File: src/rtl/split_cand_gen.sv
// split_cand_gen: LFSR-driven candidate assignment generator for the split_* constraint checkers
module split_cand_gen #(
  parameter int          MAX_TRIES = 1024,
  parameter int          CNT_W     = 16,
  parameter logic [63:0] TAPS      = 64'hD800000000000000
) (
  input  logic             clk,
  input  logic             rst,
  input  logic             start,
  input  logic [63:0]      seed,
  output logic             cand_valid,
  input  logic             cand_ready,
  output logic [35:0]      var_0,
  output logic [50:0]      var_1,
  output logic [56:0]      var_2,
  output logic [53:0]      var_3,
  output logic [59:0]      var_4,
  output logic [48:0]      var_5,
  output logic [38:0]      var_6,
  output logic [56:0]      var_7,
  output logic [56:0]      var_8,
  output logic [45:0]      var_9,
  input  logic             res_valid,
  input  logic             res_sat,
  output logic             busy,
  output logic             done,
  output logic             found,
  output logic [CNT_W-1:0] tries
);
  typedef enum logic [2:0] {IDLE, FILL, OFFER, WAIT, FIN} state_t;
  localparam logic [CNT_W-1:0] MAX = CNT_W'(MAX_TRIES);
  state_t           state_q, state_d;
  logic [63:0]      lfsr_q, lfsr_d, step;
  logic [447:0]     buf_q, buf_d;
  logic [505:0]     pool_q, pool_d;
  logic [2:0]       cnt_q, cnt_d;
  logic [CNT_W-1:0] tries_q, tries_d, tries_inc;
  logic             found_q, found_d, hs, decide;
  // Next-state logic: FILL collects eight LFSR words, OFFER/WAIT run the handshake and verdict
  always_comb begin
    step      = lfsr_q[0] ? (lfsr_q >> 1) ^ TAPS : lfsr_q >> 1;
    tries_inc = tries_q == MAX ? tries_q : tries_q + CNT_W'(1);
    hs        = state_q == OFFER && cand_ready;
    decide    = (hs || state_q == WAIT) && res_valid;
    state_d   = state_q;
    lfsr_d    = lfsr_q;
    buf_d     = buf_q;
    pool_d    = pool_q;
    cnt_d     = cnt_q;
    tries_d   = hs ? tries_inc : tries_q;
    found_d   = found_q;
    case (state_q)
      IDLE: if (start) begin
        lfsr_d  = seed == '0 ? 64'h1 : seed;
        tries_d = '0;
        found_d = 1'b0;
        cnt_d   = '0;
        state_d = FILL;
      end
      FILL: begin
        lfsr_d = step;
        buf_d  = {step, buf_q[447:64]};
        cnt_d  = cnt_q + 3'd1;
        if (cnt_q == 3'd7) begin
          pool_d  = {step[57:0], buf_q};
          state_d = OFFER;
        end
      end
      OFFER: if (hs) state_d = WAIT;
      FIN:   state_d = IDLE;
      default: ;
    endcase
    if (decide) begin
      found_d = res_sat;
      state_d = (res_sat || tries_d == MAX) ? FIN : FILL;
    end
  end
  // State registers with synchronous reset to an idle, all-zero output state
  always_ff @(posedge clk) begin
    if (rst) begin
      state_q <= IDLE;
      lfsr_q  <= 64'h1;
      buf_q   <= '0;
      pool_q  <= '0;
      cnt_q   <= '0;
      tries_q <= '0;
      found_q <= 1'b0;
    end else begin
      state_q <= state_d;
      lfsr_q  <= lfsr_d;
      buf_q   <= buf_d;
      pool_q  <= pool_d;
      cnt_q   <= cnt_d;
      tries_q <= tries_d;
      found_q <= found_d;
    end
  end
  assign cand_valid = state_q == OFFER;
  assign busy       = state_q != IDLE;
  assign done       = state_q == FIN;
  assign found      = found_q;
  assign tries      = tries_q;
  assign var_0      = pool_q[35:0];
  assign var_1      = pool_q[86:36];
  assign var_2      = pool_q[143:87];
  assign var_3      = pool_q[197:144];
  assign var_4      = pool_q[257:198];
  assign var_5      = pool_q[306:258];
  assign var_6      = pool_q[345:307];
  assign var_7      = pool_q[402:346];
  assign var_8      = pool_q[459:403];
  assign var_9      = pool_q[505:460];
endmodule

File: config.mk
export PLATFORM = sky130hd
export DESIGN_NAME = split_cand_gen
export DESIGN_NICKNAME = d
export VERILOG_FILES = /design/src/rtl/split_cand_gen.sv
export SDC_FILE = /design/constraint.sdc
export NUM_CORES = 2
export LEC_CHECK = 0
export ABC_AREA = 1
export CAP_MARGIN = 15
export CORE_ASPECT_RATIO = 0.8
export CORE_MARGIN = 5
export CORE_UTILIZATION = 58
export DETAILED_ROUTE_END_ITERATION = 8
export PLACE_DENSITY = 0.85
export SLEW_MARGIN = 25
export SYNTH_ARGS = -nofsm -noshare
export SYNTH_HDL_FRONTEND = slang
export SYNTH_SLANG_ARGS = --single-unit
File: constraint.sdc
create_clock -name clk -period 4.4 [get_ports clk]
set_input_delay 0.88 -clock clk [delete_from_list [all_inputs] [get_ports clk]]
set_output_delay 0.88 -clock clk [all_outputs]
set_load 0.1 [all_outputs]
==> impl_metrics.json <==
{
  "status": "complete, no violations",
  "dpl.hpwl_um": 77630,
  "p_leak_nw": 15.81,
  "synth_top_area_cell": "dfxtp_1",
  "seq_area_frac_synth": 0.5514,
  "gp_routability_congestion": 0.9057,
  "areaGrowthSynthToFinish_pct": 24.14,
  "post-route-period-util": 0.7947,
  "die-height_um": 238.3,
  "avgSynthCellArea_um2": 7.723,
  "ant_nets": 0,
  "worstSetupPathType": "flop to output port",
  "vdd_ir_drop_max_v": 0.0005716,
  "rsz0062_at_grt": "false",
  "syn_nets": 4968,
  "finalHoldViolCount": 0,
  "post_cts_buffers": 0,
  "totalWireLength_um": 120400,
  "cts.clk_slew.worst_paths_ns": 0.06,
  "synth_cell_types": 34,
  "cts.sinks": 1041,
  "coreArea_um2": 64390,
  "dieArea_um2": 70410,
  "first_pass_iters": 7,
  "drt_iter0_markers": 4332,
  "cts-buffers-inserted": 95,
  "layout-drive-gt1-share": 0.04270,
  "synth_area_leaders": "dfxtp_1 55%, nand2_1 16%, a21oi_1 13%",
  "startpoint_type": "flop",
  "async_flop_share": 0,
  "cts_max_level": 3,
  "maxSlewViolCount": 0,
  "hold_buffers": 0,
  "via_per_inst": 5.751,
  "worstHoldPathCells": 2,
  "min_path_type": "flop to flop",
  "finalSetupViolCount": 0,
  "fin_setup_tns_ns": 0,
  "io_buffers": 595,
  "wire_per_inst_um": 19.60,
  "clock_path_buffers": 3,
  "reg2reg_depth": 7,
  "mappedNetlistArea_um2": 37800,
  "yosysWarnings": 0,
  "power_mw": 22.00,
  "start_util": 0.5870,
  "synth.most_common_cell": "nand2_1",
  "grt_antenna_before_repair": 0,
  "synth_cells": 4894,
  "netlist.area_leader.share": 0.5514,
  "track_usage": 0.3196,
  "grt.overflow.total": 0,
  "utilization": 0.7288,
  "route.detailed.drc": 0,
  "max_freq_ghz": 0.2860,
  "holdWs_ns": 0.4586,
  "antenna_cells": 0,
  "ys_top_cells_by_count": "1648 x nand2_1, 1041 x dfxtp_1, 959 x a21oi_1",
  "post-place-ws_ns": 1.308,
  "clkLatencyLatePin_ns": 0.65,
  "worst_ep_required_time_ns": 3.52,
  "worst_slew_pin_slew_ns": 1.122,
  "synth_ff_type": "dfxtp_1",
  "synth_edf_count": 0,
  "crit_path_end_kind": "output port",
  "nNetsFinal": 5290,
  "cts_resized": 0,
  "layout_setup_ws_ns": 0.9032,
  "cts_root_buffer": "clkbuf_16",
  "ys_ff_latch": 1041,
  "worst_clock_skew_ns": 0.02035,
  "pin_count": 596,
  "vias": 35330,
  "multi_input_area_um2": 14790,
  "grt_pass1_vias": 31620,
  "cp.arrival_ns": 2.62,
  "fp-row-count": 83,
  "fillCellCount": 4891,
  "period_needed_ns": 3.497,
  "cts_tree": "done",
  "grt_max_degree": 254,
  "die_w_um": 295.4,
  "max_cap_viol_count": 0,
  "power_density_nw_per_um2": 468.8,
  "worst_slew_margin_rel": 0.2494,
  "ff_latch_area_um2": 20840,
  "grt_pass1_wl_um": 180600,
  "crit_fanout": 5
}
[stage by stage]
step / area, um2 / instances
finish: 46920 / 6143
global route: 46920 / 6143
CTS: 46860 / 6140
detailed placement: 43480 / 5966
global placement: 43500 / 5966
floorplan: 37800 / 4894
[sequential cells by signal, indices dropped and copies added, names as in the netlist]
name / cells
lfsr_q: 64
tries: 16
found: 1
cnt_q: 3
pool_q: 506
state_q: 3
buf_q: 448
[logic make-up (layout without fill, tap and decap cells)]
logic type	count (synthesis)	after routing	share of synthesized area
and+or+nand+nor	2300	2300	0.2504
DFF	1041	1041	0.5514
AOI/OAI and AO/OA	1017	1017	0.1376
buffers and inverters	527	926	0.05816
xor gates and xnor gates	5	5	0.001159
adders and majority gates	4	4	0.001324
[final cells by class]
cell class	instances	share of cell area
Sequential cell	1041	0.4441
Multi-Input combinational cell	3326	0.3151
Timing Repair Buffer	626	0.1356
Clock buffer	140	0.06133
Tap cell	850	0.02267
Clock inverter	34	0.01088
Inverter	126	0.01024
[worst max-delay path, cell delays in order, from the launching register on]
cell             delay [ns]
dfxtp_1                0.45
inv_2                  0.10
nor3_4                 0.23
clkdlybuf4s50_1        1.19
[power breakdown]
group          total [mW]  internal, mW  switching (mW)
logic                3.29         0.678            2.61
clock network        8.84          5.19            3.65
registers            9.87          9.66           0.213
total                22.0          15.5            6.47
[final timing paths]
check	from	to	slack, ns
max reg2reg	state_q[2]$_SDFFE_PP0P_	buf_q[229]$_SDFFE_PP0P_	1.56
min	pool_q[440]$_SDFFE_PP0P_	pool_q[440]$_SDFFE_PP0P_	0.46
min reg2reg	pool_q[440]$_SDFFE_PP0P_	pool_q[440]$_SDFFE_PP0P_	0.46
max	state_q[1]$_SDFFE_PP0P_	cand_valid	0.90
[layer usage]
metal	up-vias	share of wire	GRT usage
met1	16600	0.41	0.4441
met5	-	0	0
met4	0	0.061	0.1689
met2	1675	0.44	0.4704
met3	321	0.094	0.06821
li1	16730	-	-
[placed cells by master (no fill, tap or decap), types with 4 or more instances in the layout]
| master | n |
|---|---|
| nand2_1 | 1646 |
| a21oi_1 | 959 |
| clkbuf_1 | 13 |
| clkdlybuf4s50_1 | 577 |
| xor2_1 | 4 |
| dfxtp_1 | 1041 |
| inv_1 | 122 |
| clkbuf_16 | 96 |
| nor3_1 | 4 |
| clkinv_2 | 14 |
| bufinv_16 | 11 |
| o211ai_1 | 35 |
| buf_2 | 9 |
| nand4_1 | 17 |
| buf_4 | 22 |
| nand3_1 | 559 |
| clkbuf_8 | 31 |
| nor2_1 | 53 |
| o21ai_0 | 13 |
| nor4_1 | 9 |
| buf_12 | 14 |
Note: power is estimated with default switching activity, not from simulation.
